[config.mk]
export PLATFORM = sky130hd
export DESIGN_NAME = repeat_n_stream
export DESIGN_NICKNAME = d
export VERILOG_FILES = /design/src/rtl/repeat_n_stream_pkg.sv /design/src/rtl/repeat_n_stream_beat_counter.sv /design/src/rtl/repeat_n_stream.sv
export SDC_FILE = /design/constraint.sdc
export NUM_CORES = 1
export LEC_CHECK = 0
export BUFFER_PORTS_ARGS = -buffer_cell sky130_fd_sc_hd__buf_2
export CORE_MARGIN = 5
export CORE_UTILIZATION = 55
export DETAILED_ROUTE_END_ITERATION = 6
export GPL_TIMING_DRIVEN = 0
export HOLD_SLACK_MARGIN = 0.06
export PLACE_DENSITY = 0.84
export SKIP_LAST_GASP = 1
export SYNTH_ARGS = -nofsm -noshare
export SYNTH_HDL_FRONTEND = slang
export SYNTH_SLANG_ARGS = --single-unit
[constraint.sdc]
create_clock -name clk -period 6.1 [get_ports clk]
set_input_delay 0.305 -clock clk [delete_from_list [all_inputs] [get_ports clk]]
set_output_delay 0.305 -clock clk [all_outputs]
set_load 0.02 [all_outputs]
[src/rtl/repeat_n_stream_pkg.sv]
// Shared definitions for the repeat_n_stream primitive: FSM state encoding and
// the handshake helper used by the stream blocks.
package repeat_n_stream_pkg;

   typedef enum logic [1:0] {
      ST_IDLE   = 2'd0,
      ST_STREAM = 2'd1,
      ST_INF    = 2'd2
   } state_e;

   function automatic logic fire(input logic valid, input logic ready);
      return valid & ready;
   endfunction

endpackage

[src/rtl/repeat_n_stream_beat_counter.sv]
// Beat bookkeeping for repeat_n_stream: remaining-beat count, 0-based beat index
// and the "one beat left" flag.
module repeat_n_stream_beat_counter #(
   parameter int COUNT_W = 8
) (
   input  logic               clk,
   input  logic               rst,
   input  logic               load,
   input  logic [COUNT_W-1:0] load_count,
   input  logic               step,
   input  logic               dec,
   output logic [COUNT_W-1:0] remaining,
   output logic [COUNT_W-1:0] idx,
   output logic               last_n
);

   logic [COUNT_W-1:0] remaining_r;
   logic [COUNT_W-1:0] idx_r;

   // A load wins over a step: the step retires the old stream's last beat
   // while the load starts the next one at index 0.
   always_ff @(posedge clk) begin
      if (rst) begin
         remaining_r <= {COUNT_W{1'b0}};
         idx_r       <= {COUNT_W{1'b0}};
      end else if (load) begin
         remaining_r <= load_count;
         idx_r       <= {COUNT_W{1'b0}};
      end else if (step) begin
         idx_r <= idx_r + COUNT_W'(1'b1);
         if (dec) begin
            remaining_r <= remaining_r - COUNT_W'(1'b1);
         end else begin
            remaining_r <= remaining_r;
         end
      end else begin
         remaining_r <= remaining_r;
         idx_r       <= idx_r;
      end
   end

   // Drive the counter outputs and the one-beat-left flag.
   always_comb begin
      remaining = remaining_r;
      idx       = idx_r;
      last_n    = (remaining_r == COUNT_W'(1'b1));
   end

endmodule

[src/rtl/repeat_n_stream.sv]
// Repeats an accepted (value, count) as a valid/ready beat stream with last flag
// and beat index; count==0 can mean an endless stream terminated by stop.
module repeat_n_stream
   import repeat_n_stream_pkg::*;
#(
   parameter int WIDTH        = 8,
   parameter int COUNT_W      = 8,
   parameter int INF_ON_ZERO  = 1,
   parameter int BACK_TO_BACK = 1
) (
   input  logic               clk,
   input  logic               rst,
   input  logic               in_valid,
   output logic               in_ready,
   input  logic [WIDTH-1:0]   in_value,
   input  logic [COUNT_W-1:0] in_count,
   input  logic               stop,
   output logic               out_valid,
   input  logic               out_ready,
   output logic [WIDTH-1:0]   out_value,
   output logic               out_last,
   output logic [COUNT_W-1:0] out_idx
);

   state_e             state_r;
   state_e             state_nx_s;
   state_e             load_target_s;
   logic               out_valid_r;
   logic [WIDTH-1:0]   value_r;
   logic               accept_s;
   logic               fire_s;
   logic               end_s;
   logic               last_n_s;
   logic [COUNT_W-1:0] remaining_s;
   logic [COUNT_W-1:0] idx_s;

   repeat_n_stream_beat_counter #(
      .COUNT_W(COUNT_W)
   ) u_beat_counter (
      .clk       (clk),
      .rst       (rst),
      .load      (accept_s),
      .load_count(in_count),
      .step      (fire_s),
      .dec       (state_r == ST_STREAM),
      .remaining (remaining_s),
      .idx       (idx_s),
      .last_n    (last_n_s)
   );

   // State register; out_valid is registered from the next state.
   always_ff @(posedge clk) begin
      if (rst) begin
         state_r     <= ST_IDLE;
         out_valid_r <= 1'b0;
      end else begin
         state_r     <= state_nx_s;
         out_valid_r <= (state_nx_s != ST_IDLE);
      end
   end

   // Latched copy of the accepted value.
   always_ff @(posedge clk) begin
      if (rst) begin
         value_r <= {WIDTH{1'b0}};
      end else if (accept_s) begin
         value_r <= in_value;
      end else begin
         value_r <= value_r;
      end
   end

   // Next-state logic, including the back-to-back reload on the final beat.
   always_comb begin
      state_nx_s = state_r;
      if (in_count != {COUNT_W{1'b0}}) begin
         load_target_s = ST_STREAM;
      end else if (INF_ON_ZERO != 0) begin
         load_target_s = ST_INF;
      end else begin
         load_target_s = ST_IDLE;
      end
      case (state_r)
         ST_IDLE: begin
            if (accept_s) begin
               state_nx_s = load_target_s;
            end else begin
               state_nx_s = ST_IDLE;
            end
         end
         ST_STREAM, ST_INF: begin
            if (end_s) begin
               state_nx_s = accept_s ? load_target_s : ST_IDLE;
            end else begin
               state_nx_s = state_r;
            end
         end
         default: state_nx_s = ST_IDLE;
      endcase
   end

   // Handshake and stream outputs.
   always_comb begin
      out_valid = out_valid_r;
      out_value = value_r;
      out_idx   = idx_s;
      out_last  = out_valid_r & (stop | ((state_r == ST_STREAM) & last_n_s));
      fire_s    = fire(out_valid_r, out_ready);
      end_s     = fire_s & out_last;
      if (rst) begin
         in_ready = 1'b0;
      end else if (state_r == ST_IDLE) begin
         in_ready = 1'b1;
      end else if (BACK_TO_BACK != 0) begin
         in_ready = end_s;
      end else begin
         in_ready = 1'b0;
      end
      accept_s = in_valid & in_ready;
   end

   logic unused_s;
   assign unused_s = ^remaining_s;

endmodule

; ---- Word level (Yosys, flattened, before mapping)
; Cells that the tools add are included.
[totals]
ff_bits = 27
inputBits = 21
out_inout_bits = 19
elab_cells = 33
[classes]
n_addsub = 2
eq_ne = 3
mux = 9
n_bitwise = 6
n_reduce_logical = 8
[op_table]
columns = op, n
row1 = $mux W8, 3
row2 = $add A8 B1 Y8 const B, 1
row3 = $eq A8 B1 Y1 const B, 1
row4 = $reduce_bool A8 Y1, 1
row5 = $sub A8 B1 Y8 const B, 1
row6 = $mux W2, 3
row7 = $reduce_bool A2 Y1, 3
row8 = $and A1 B1 Y1, 5
row9 = $pmux W2 S2, 1
row10 = $reduce_or A2 Y1, 2
row11 = $eq A2 B1 Y1 const B, 1
row12 = $eq A2 B2 Y1 const B, 1
row13 = $logic_not A2 Y1, 1
row14 = $mux W1, 2
row15 = $reduce_and A2 Y1, 1
row16 = $or A1 B1 Y1, 1

; ---- Depth between registers and ports, before layout
; Gate-level depths: netlist of run 1.
[depth]
depth_word = 12
ltp_mapped = 9
ltp_nobuf = 7

; ---- Modules after synthesis
; From an unflattened synthesis of run 1, not the netlist that was laid out.
[hier_totals]
cells_unflattened = 158
area_unflattened_um2 = 1436.4
[modules_own_cells]
columns = module, n_inst, cells_per_inst, area_per_inst_um2, seq_area_each_um2
row1 = repeat_n_stream_beat_counter, 1, 94, 817.0, 320.3
row2 = repeat_n_stream, 1, 64, 619.3, 220.2

; ---- Least setup slack after synthesis of run 1
; OpenSTA, ideal clock, no wires.
[synth_path]
path_type = register -> register
from = register u_beat_counter.remaining_r[2], in the netlist u_beat_counter.remaining[2]
to = register u_beat_counter.idx_r[0], in the netlist u_beat_counter.idx[0]
setup_ps = 115
arrival_time_ps = 1925
required_ps = 5985
path_slack_ps = 4060
stages_incl_launch_ff = 8
path_buffers = 2
period_less_slack_ps = 2040
path_cell_list = dfxtp_1 or4_4 or4_1 buf_4 nand2_8 or2_2 buf_6 nor2_2
[synth_via]
elab_chain_len = 9
[synth_rtl]
columns = element, line_no
row1 = start: declaration, repeat_n_stream_beat_counter.sv:17  ; logic [COUNT_W-1:0] remaining_r;
row2 = start signal: assignment, repeat_n_stream_beat_counter.sv:24  ; remaining_r <= {COUNT_W{1'b0}};
row3 = start signal: assignment, repeat_n_stream_beat_counter.sv:27  ; remaining_r <= load_count;
row4 = start signal: assignment, repeat_n_stream_beat_counter.sv:32  ; remaining_r <= remaining_r - COUNT_W'(1'b1);
row5 = $eq A8 B1 Y1, repeat_n_stream_beat_counter.sv:46  ; last_n = (remaining_r == COUNT_W'(1'b1));
row6 = $and A1 B1 Y1, repeat_n_stream.sv:107  ; out_last = out_valid_r & (stop | ((state_r == ST_STREAM) & last_n_s));
row7 = $or A1 B1 Y1, repeat_n_stream.sv:107
row8 = $and A1 B1 Y1, repeat_n_stream.sv:107
row9 = $and A1 B1 Y1, repeat_n_stream.sv:109  ; end_s = fire_s & out_last;
row10 = $mux W1, repeat_n_stream.sv:112  ; end else if (state_r == ST_IDLE) begin
row11 = $mux W1, repeat_n_stream.sv:110  ; if (rst) begin
row12 = $and A1 B1 Y1, repeat_n_stream.sv:119  ; accept_s = in_valid & in_ready;
row13 = $reduce_or A2 Y1 (no source line), n/a
row14 = end signal: assignment, repeat_n_stream_beat_counter.sv:28  ; idx_r <= {COUNT_W{1'b0}};
row15 = end signal: assignment, repeat_n_stream_beat_counter.sv:30  ; idx_r <= idx_r + COUNT_W'(1'b1);
row16 = end signal: assignment, repeat_n_stream_beat_counter.sv:38  ; idx_r <= idx_r;
row17 = end: declaration, repeat_n_stream_beat_counter.sv:18  ; logic [COUNT_W-1:0] idx_r;
; No other way between the ends.
; A chain may end at the register's enable or synchronous reset.

; ---- Worst setup path in the final report of run 1
[layout_path]
from = register u_beat_counter.remaining_r[2], in the netlist u_beat_counter.remaining[2]
to = output port in_ready
[layout_via]
elab_chain_len = 7
[layout_rtl]
columns = element, line_no
row1 = $eq A8 B1 Y1, repeat_n_stream_beat_counter.sv:46
row2 = $and A1 B1 Y1, repeat_n_stream.sv:107
row3 = $or A1 B1 Y1, repeat_n_stream.sv:107
row4 = $and A1 B1 Y1, repeat_n_stream.sv:107
row5 = $and A1 B1 Y1, repeat_n_stream.sv:109
row6 = $mux W1, repeat_n_stream.sv:112
row7 = $mux W1, repeat_n_stream.sv:110
row8 = end: declaration, repeat_n_stream.sv:14  ; output logic in_ready,
; No other way between the ends.

==> impl_metrics.py, run 1 <==
metrics = {
    "power": {
        "leakage_nw": 0.765,
        "fin_total_pwr_mw": 0.324,
        "p_per_area_mw_per_mm2": 194,
        "ir_drop_v": 0.000126,
    },
    "yosys": {
        "synth_top_flop_cell": "dfxtp_1",
        "async_reset_ff_share_pct": 0,
        "syn_nets": 186,
        "ys_ff_latch": 27,
        "ys_top_cells_by_area": "dfxtp_1 38%, xor2_1 6.9%, ha_1 5.3%",
        "synth_area_leader_cell": "dfxtp_1",
        "synth_cell_types": 34,
        "syn_inst": 159,
        "yosysSeqAreaShare_pct": 38.4,
        "synthesis.area_sq_mm": 0.00141,
        "syn_area_per_cell_sq_um": 8.84,
        "yosys_warnings": 0,
        "synth.top_cell.area_share_pct": 38.4,
        "synth_edf_count": 0,
    },
    "clocking": {
        "root_buffer": "clkbuf_4",
        "holdBufCountCts": 0,
        "cts_tree": "built",
        "clock-sinks": 27,
        "clock_path_buffers": 2,
        "cts.clk_slew.worst_paths_ns": 0.15,
        "cts_setup_buffers": 0,
        "htreeDepth": 1,
        "cts-buffers-inserted": 3,
        "insertion_delay_ns": 0.31,
        "ctsResizeCount": 0,
    },
    "worst_setup_path": {
        "worstPathCellList": "or4_4 > nor3_1 > o21ai_0 > a21oi_1 > buf_2",
        "worst_setup_path_start_kind": "register",
        "cp_top_family": "simple AND/OR/NAND/NOR gates",
        "cp.required_ns": 5.79,
        "slowest_delay_ns": 0.57,
        "arrival_ns": 2.13,
        "end_kind": "output port",
        "critPathKind": "register to output port",
        "path_buf_inv": 1,
        "critPathMaxFanout": 5,
        "critPathSlowestCell": "or4_4",
    },
    "drt": {
        "drc": 0,
        "wirelength_mm": 2.87,
        "viasPerCell": 5.18,
        "vias": 1202,
        "wl_per_cell_um": 12.4,
        "dr.pass1.iters": 4,
        "drtAntennaViolNets": 0,
        "drt_iter0_markers": 36,
    },
    "layout": {
        "nNetsFinal": 230,
        "drive_above_1_share_pct": 31.2,
        "syn2layout_area_growth_pct": 18.5,
        "final_cells": 232,
        "antenna_cells": 0,
    },
    "floorplanning": {
        "die_x_um": 60.6,
        "coreArea_sq_mm": 0.00245,
        "std_cell_rows": 18,
        "die_y_um": 60.6,
        "start_util_pct": 57.3,
        "die_area_sq_mm": 0.00367,
        "ios": 40,
    },
    "sta": {
        "fin_crit_sh_pct": 40.0,
        "setup_viol_count_final": 0,
        "report.final.hold_viol_count": 0,
        "drv_slew": 0,
        "fmax_mhz": 410,
        "rsz0062_at_grt": "no",
        "slew_headroom_pct": 54.4,
        "fin_crit_ns": 2.44,
        "worst_pin_slew_ns": 0.680,
        "fin_skew_ns": 0.0106,
        "finalSetupTns_ns": 0,
    },
    "job": {
        "maxCapViolations": 0,
    },
    "placed_design": {
        "place_hpwl_mm": 2.31,
        "gp_congestion": 0.865,
        "portBuffers": 39,
        "placedCellCount": 228,
    },
    "grt": {
        "overflow": 0,
        "grt_pass1_wl_mm": 4.92,
        "grt_pass1_vias": 1169,
        "grt_max_degree": 16,
        "grt_util_all_layers_pct": 17.0,
        "antenna_found_initial": 0,
    },
    "status": {
        "status": "finished, final reports clean",
    },
    "hold_path": {
        "hold_class": "input port to register",
    },
}
==> cell families after synthesis <==
| family | after synthesis | synth area share, % |
|---|---|---|
| xor+xnor | 14 | 8.72 |
| mux | 5 | 3.56 |
| compound gates | 22 | 8.63 |
| flops | 27 | 38.4 |
| fa+ha+maj | 6 | 5.34 |
| simple gates | 72 | 30.0 |
| buf+inv | 13 | 5.34 |
==> path summary, 6_finish.rpt <==
check | from | endpoint | slack, ns | depth (start not counted)
min | in_value[7] | out_value[7] | 0.18 | 3
max | u_beat_counter.remaining[2] | in_ready | 3.66 | 5
max reg2reg | u_beat_counter.remaining[2] | u_beat_counter.idx[0] | 3.91 | 7
min reg2reg | out_value[6] | out_value[6] | 0.47 | 2
==> through the flow <==
step	utilization, %	hold slack (ns)	setup slack, ns	instance area, sq um
4_1_cts	67.9	0.177	3.66	1670
6_report	67.9	0.179	3.66	1670
5_1_grt	67.9	0.186	3.50	1670
2_1_floorplan	-	0.420	4.06	1410
3_5_place_dp	66.8	0.458	3.94	1640
3_3_place_gp	66.8	0.450	3.98	1640
==> layer usage <==
layer / vias up / routed length [um] / global-route usage, %
li1: 628 / - / -
met5: - / 0 / 0
met1: 543 / 1230 / 21.6
met4: 0 / 31 / 4.33
met2: 27 / 1430 / 30.2
met3: 4 / 181 / 2.34
==> tightest hold or removal path, delay by kind of cell <==
family | cells | cell delay (ns)
simple gates | 1 | 0.04
compound gates | 1 | 0.05
buf+inv | 1 | 0.07
==> cell usage after synthesis (2+ instances only) <==
master    number
a21oi_1        5
and3_1         2
buf_6          3
clkbuf_1       3
dfxtp_1       27
ha_1           6
inv_1          6
mux2i_1        5
nand2_1       14
nand2b_1       8
nand3_1        2
nand4_1        4
nor2_1        11
nor2_2         8
nor3_1         4
nor3_2         4
nor4_1         4
o21ai_0        2
o21ai_1       11
o22ai_1        2
or2_2          2
or3_1          2
xnor2_1        3
xor2_1        11
==> cell usage in the layout, fill, tap and decap left out, drive strengths merged <==
master and count:
buf 43, dfxtp 27, nor2 19, nand2 15, o21ai 13, xor2 11, nand2b 8, nor3 8
inv 6, ha 6, clkbuf 6, a21oi 5, mux2i 5, nor4 4, nand4 4, xnor2 3
or2 2, nand3 2, o22ai 2, and3 2, or3 2, or4 2, o21a 1, and2 1
o2111a 1, nand4b 1, and4b 1, nor2b 1, clkinv 1
==> registers in the layout, summed over array words and instances, names as in the netlist <==
signal and cells:
out_valid 1, out_value 8, state_r 2, u_beat_counter.idx 8, u_beat_counter.remaining 8
==> power by group <==
part           switching, mW  internal (mW)
combinational         0.0324         0.0257
sequential           0.00651          0.185
clock                 0.0501         0.0245
total                 0.0890          0.235
==> layout make-up <==
type / count / area, sq um
plain buffers: 7 / 52.6
clock buffers: 3 / 22.5
clock inverters: 1 / 5.00
fillers: 208 / 788
inverters: 6 / 22.5
multi-input cells: 119 / 791
flip-flops and latches: 27 / 541
well taps: 30 / 37.5
repair buffers: 39 / 195
Note: power is estimated with default switching activity, not from simulation.
==> inputs of run 2 (changes only) <==
--- a/config.mk
+++ b/config.mk
@@ -7,11 +7,11 @@
 export LEC_CHECK = 0
 export BUFFER_PORTS_ARGS = -buffer_cell sky130_fd_sc_hd__buf_2
 export CORE_MARGIN = 5
-export CORE_UTILIZATION = 55
+export CORE_UTILIZATION = 46
 export DETAILED_ROUTE_END_ITERATION = 6
 export GPL_TIMING_DRIVEN = 0
 export HOLD_SLACK_MARGIN = 0.06
-export PLACE_DENSITY = 0.84
+export PLACE_DENSITY = 0.75
 export SKIP_LAST_GASP = 1
 export SYNTH_ARGS = -nofsm -noshare
 export SYNTH_HDL_FRONTEND = slang
==> constraint.sdc (replaced) <==
create_clock -name clk -period 2.15 [get_ports clk]
set_input_delay 0.1075 -clock clk [delete_from_list [all_inputs] [get_ports clk]]
set_output_delay 0.1075 -clock clk [all_outputs]
set_load 0.02 [all_outputs]
==> run 2 against run 1 <==
  * Critical endpoint is now u_beat_counter.idx[7]
  * Non-clock buffer count rose by 13
  * Sequential power rose to 2.8 times the previous value
  * Largest cell class unchanged
  * Global-route usage fell by 1.7 points
  * Clock power rose to 2.9 times the previous value
  * Critical path type is now register to register
==> impl_metrics.py, run 2 (synthesis gave the netlist of run 1 again) <==
metrics = {
    "status": {
        "status": "finished, final reports clean",
    },
    "grt": {
        "antenna_found_initial": 0,
        "overflow": 0,
        "grt_pass1_vias": 1188,
        "grt_util_all_layers_pct": 15.4,
        "grt_pass1_wl_mm": 5.13,
        "grt_max_degree": 15,
    },
    "power": {
        "p_per_area_mw_per_mm2": 517,
        "ir_drop_v": 0.000336,
        "leakage_nw": 0.828,
    },
    "worst_setup_path": {
        "critPathMaxFanout": 8,
        "end_kind": "register",
        "critPathKind": "register to register",
        "path_buf_inv": 2,
        "critPathCapture": "u_beat_counter.idx[7]",
        "cp.required_ns": 2.38,
        "r2r_cells": 7,
        "worst_setup_path_start_kind": "register",
        "setup.reg_to_reg.worst_slack_ns": 0.09,
        "slowest_delay_ns": 0.57,
        "regToRegStartpoint": "u_beat_counter.remaining[5]",
        "cp_top_family": "simple AND/OR/NAND/NOR gates",
        "critPathSlowestCell": "or4_4",
        "arrival_ns": 2.28,
        "timing.rr.end": "u_beat_counter.idx[7]",
        "crit_path_start": "u_beat_counter.remaining[5]",
        "cp_num_cells": 7,
        "worstPathCellList": "or4_4 > or4_4 > buf_6 > nand2_8 > or2_2 > buf_6 > nor2_2",
    },
    "placed_design": {
        "place_hpwl_mm": 2.15,
        "dpl_cell_area_sq_mm": 0.00164,
        "placedCellCount": 231,
        "portBuffers": 39,
        "gp_congestion": 0.809,
    },
    "layout": {
        "drive_above_1_share_pct": 32.1,
        "syn2layout_area_growth_pct": 29.8,
        "ff_latch_area_sq_um": 544,
        "final_area_sq_mm": 0.00183,
        "final_common_cell": "buf_2",
        "multi_input_area_sq_um": 810,
        "fillCellCount": 266,
        "antenna_cells": 0,
        "final_cell_mix": "38 x buf_2, 24 x dfxtp_1, 14 x nand2_1, 12 x dlygate4sd3_1",
        "nNetsFinal": 243,
        "final_cells": 248,
    },
    "drt": {
        "wl_met1_mm": 1.26,
        "wirelength_mm": 3.01,
        "dr.pass1.iters": 4,
        "viasPerCell": 5.00,
        "top_layer": "met4",
        "drtAntennaViolNets": 0,
        "wl_met3_um": 171,
        "vias": 1240,
        "met2_length_mm": 1.54,
        "drc": 0,
        "drt_iter0_markers": 31,
        "wl_per_cell_um": 12.1,
    },
    "clocking": {
        "insertion_delay_ns": 0.32,
        "root_buffer": "clkbuf_4",
        "clock_path_buffers": 2,
        "cts-buffers-inserted": 3,
        "cts.clk_slew.worst_paths_ns": 0.14,
        "cts_tree": "built",
        "clock-sinks": 27,
        "htreeDepth": 1,
    },
    "floorplanning": {
        "ios": 40,
        "die_y_um": 65.3,
        "die_x_um": 65.3,
        "coreArea_sq_mm": 0.00300,
        "std_cell_rows": 20,
        "start_util_pct": 46.8,
        "die_area_sq_mm": 0.00426,
    },
    "sta": {
        "finalSetupTns_ns": 0,
        "fin_crit_ns": 2.06,
        "slew_headroom_pct": 62.2,
        "fin_skew_ns": 0.00204,
        "worst_pin_slew_ns": 0.567,
        "setup_viol_count_final": 0,
        "rsz0062_at_grt": "no",
        "drv_slew": 0,
        "report.final.hold_viol_count": 0,
        "fin_crit_sh_pct": 95.6,
        "fmax_mhz": 486,
    },
    "hold_path": {
        "hold_class": "input port to register",
        "hold_depth": 3,
    },
    "job": {
        "maxCapViolations": 0,
    },
}
[run 2: through the flow]
stage	utilization, %	hold WS (ns)	power [mW]	setup slack (ns)
detailed placement	54.7	0.317	0.718	0.00932
CTS	60.0	0.0682	0.954	0.00421
global route	60.8	0.0618	1.01	0.0163
floorplan	-	0.222	0.662	0.110
finish	60.8	0.0824	0.945	0.0943
global placement	54.7	0.312	0.716	0.0146
[run 2: worst min-delay path, cell delays in order]
cell and delay (ns):
buf_2 0.09, a21oi_1 0.05, nor3_2 0.13
[run 2: worst min path at each step]
stage,slack [ns],endpoint,from
6_report,0.08,u_beat_counter.remaining[5],in_count[5]
5_1_grt,0.06,u_beat_counter.remaining[3],in_count[3]
4_1_cts,0.07,u_beat_counter.remaining[5],in_count[5]
3_5_place_dp,0.32,out_value[1],in_value[1]
3_3_place_gp,0.31,out_value[0],in_value[0]
2_1_floorplan,0.22,out_value[0],in_value[0]
[run 2: cell type report]
type	instances	area share (%)
Clock buffer	4	1.44
Buffer	7	3.08
Timing Repair Buffer	52	17.8
Sequential cell	27	29.8
Inverter	6	1.23
Multi-Input combinational cell	119	44.3
Tap cell	33	2.26
[run 2: repair_timing]
| item | in CTS | in global routing |
|---|---|---|
| hold endpoints to repair | 12 | 0 |
| buffers inserted | 1 | 0 |
| endpoints found under the setup margin | 9 | 21 |
| gates resized for setup | 2 | 8 |
| pin swaps | 0 | 3 |
| hold buffers | 12 | 0 |
[run 2: report_power, final]
group | switching, mW | internal, mW
sequential | 0.0174 | 0.525
clock | 0.141 | 0.0726
combinational | 0.0988 | 0.0897
[run 2: routing by layer]
metal	vias to the layer above	GRT usage, %
li1	653	-
met1	555	17.2
met2	28	27.8
met3	4	4.62
met4	0	4.66
met5	-	0
==> inputs of run 3 (changes only) <==
--- a/config.mk
+++ b/config.mk
@@ -6,12 +6,13 @@
 export NUM_CORES = 1
 export LEC_CHECK = 0
 export BUFFER_PORTS_ARGS = -buffer_cell sky130_fd_sc_hd__buf_2
+export CAP_MARGIN = 15
 export CORE_MARGIN = 5
-export CORE_UTILIZATION = 46
+export CORE_UTILIZATION = 51
 export DETAILED_ROUTE_END_ITERATION = 6
 export GPL_TIMING_DRIVEN = 0
 export HOLD_SLACK_MARGIN = 0.06
-export PLACE_DENSITY = 0.75
+export PLACE_DENSITY = 0.78
 export SKIP_LAST_GASP = 1
 export SYNTH_ARGS = -nofsm -noshare
 export SYNTH_HDL_FRONTEND = slang
==> constraint.sdc (replaced) <==
create_clock -name clk -period 2 [get_ports clk]
set_input_delay 0.1 -clock clk [delete_from_list [all_inputs] [get_ports clk]]
set_output_delay 0.1 -clock clk [all_outputs]
set_load 0.02 [all_outputs]
==> run 3 against run 2 <==
  * Clock power grew 7%
  * Hold slack got worse by 0.0039 ns
  * Flip-flop and latch count unchanged
  * Highest routed layer unchanged
  * Clock skew shrank 0.00062 ns
  * Sequential power is 7.7% higher
  * Register-to-register slack lost 0.04 ns
  * Wire length grew 11%
  * Critical endpoint is now in_ready
  * Sequential share of layout area is 0.068 points higher
  * Global-route usage increased by 1.7 points
  * Setup slack got worse by 0.059 ns
==> impl_metrics.py, run 3 (synthesis gave the netlist of run 1 again) <==
metrics = {
    "drt": {
        "wirelength_mm": 3.36,
        "drt_iter0_markers": 33,
        "drtAntennaViolNets": 0,
        "vias": 1264,
        "wl_per_cell_um": 13.7,
        "dr.pass1.iters": 4,
        "drc": 0,
        "viasPerCell": 5.14,
    },
    "worst_setup_path": {
        "timing.rr.end": "u_beat_counter.remaining[1]",
        "regToRegStartpoint": "u_beat_counter.remaining[3]",
        "worstPathCellList": "or4_4 > nor3_4 > o21ai_1 > a21oi_1 > buf_4",
        "critPathMaxFanout": 4,
        "crit_path_start": "u_beat_counter.remaining[3]",
        "r2r_cells": 5,
        "end_kind": "output port",
        "setup.reg_to_reg.worst_slack_ns": 0.05,
        "critPathCapture": "in_ready",
        "arrival_ns": 1.86,
        "critPathKind": "register to output port",
        "slowest_delay_ns": 0.58,
        "critPathSlowestCell": "or4_4",
        "worst_setup_path_start_kind": "register",
        "cp.required_ns": 1.90,
    },
    "floorplanning": {
        "start_util_pct": 51.9,
        "coreArea_sq_mm": 0.00271,
        "ios": 40,
        "die_y_um": 62.5,
        "die_x_um": 62.5,
        "std_cell_rows": 19,
        "die_area_sq_mm": 0.00391,
    },
    "sta": {
        "fin_ws_ns": 0.0357,
        "setup_viol_count_final": 0,
        "fmax_mhz": 509,
        "worst_pin_slew_ns": 0.527,
        "rsz0062_at_grt": "yes",
        "fin_crit_ns": 1.96,
        "finalSetupTns_ns": 0,
        "slew_headroom_pct": 64.8,
        "fin_crit_sh_pct": 98.2,
        "report.final.hold_viol_count": 0,
        "fin_skew_ns": 0.00142,
        "drv_slew": 0,
    },
    "layout": {
        "final_cell_mix": "39 x buf_2, 26 x dfxtp_1, 14 x nand2_1, 12 x dlygate4sd3_1",
        "multi_input_area_sq_um": 812,
        "nNetsFinal": 243,
        "antenna_cells": 0,
        "final_common_cell": "buf_2",
        "final_cells": 246,
        "ff_latch_area_sq_um": 542,
        "drive_above_1_share_pct": 31.2,
        "final_area_sq_mm": 0.00181,
        "syn2layout_area_growth_pct": 28.9,
        "fillCellCount": 225,
    },
    "clocking": {
        "cts.clk_slew.worst_paths_ns": 0.13,
        "clock_path_buffers": 2,
        "clock-sinks": 27,
        "root_buffer": "clkbuf_4",
        "htreeDepth": 1,
        "insertion_delay_ns": 0.32,
        "cts-buffers-inserted": 3,
        "cts_tree": "built",
    },
    "status": {
        "status": "finished, final reports clean",
    },
    "grt": {
        "antenna_found_initial": 0,
        "grt_pass1_vias": 1343,
        "grt_util_all_layers_pct": 17.1,
        "grt_pass1_wl_mm": 5.55,
        "overflow": 0,
        "grt_max_degree": 15,
    },
    "power": {
        "ir_drop_v": 0.000503,
        "leakage_nw": 0.825,
        "p_per_area_mw_per_mm2": 562,
    },
    "placed_design": {
        "dpl_cell_area_sq_mm": 0.00165,
        "pre_cts_slack_ns": -0.0417,
        "portBuffers": 39,
        "placedCellCount": 229,
        "place_hpwl_mm": 2.52,
        "gp_congestion": 0.864,
    },
    "job": {
        "maxCapViolations": 0,
    },
    "hold_path": {
        "hold_class": "input port to register",
        "hp-start": "in_count[5]",
    },
}
## run 3: metrics by stage
step / util, % / total power [mW] / hold WS (ns)
floorplan: - / 0.714 / 0.215
global route: 66.9 / 1.07 / 0.0893
global placement: 60.9 / 0.768 / 0.301
detailed placement: 60.9 / 0.778 / 0.311
CTS: 66.8 / 1.03 / 0.0760
finish: 66.9 / 1.02 / 0.0785
## run 3: how the worst min path moves through the flow
stage,to,slack [ns],cells after the start
after detailed placement,out_value[5],0.31,3
after global routing,u_beat_counter.remaining[4],0.09,3
after global placement,out_value[5],0.30,3
final,u_beat_counter.remaining[5],0.08,3
after floorplan,out_value[0],0.21,2
after CTS,u_beat_counter.remaining[4],0.08,3
## run 3: final cells by class
| cell class | instances | share of cell area, % |
|---|---|---|
| plain buffers | 5 | 1.86 |
| clock buffers | 4 | 1.45 |
| inverters | 6 | 1.24 |
| multi-input cells | 119 | 44.8 |
| flip-flops and latches | 27 | 29.9 |
| well taps | 31 | 2.14 |
| repair buffers | 54 | 18.6 |
## run 3: repair_timing
action	in CTS	in global routing
hold buffers	12	0
endpoints found under the hold margin	12	0
endpoints found under the setup margin	17	26
setup buffers	2	0
resized for setup	4	2
pin swaps	4	1
cloned	1	0
## run 3: per-layer routing
metal / track usage (%) / share of wire (%) / vias up
met4: 6.63 / 1.3 / 0
met3: 2.70 / 3.6 / 5
met5: 0 / 0 / -
met1: 18.1 / 42 / 575
met2: 33.0 / 53 / 28
li1: - / - / 656
## run 3: power by group
part           internal, mW  switching, mW
Clock                0.0781          0.151
Combinational        0.0964          0.110
Sequential            0.564         0.0197
Total                 0.738          0.281
## run 3: worst max-delay path, delay by kind of cell (launching register included)
| family | cells | cell delay, ns |
|---|---|---|
| DFF | 1 | 0.35 |
| and+or+nand+nor | 2 | 0.74 |
| AOI/OAI and AO/OA | 2 | 0.29 |
| buffers and inverters | 1 | 0.17 |
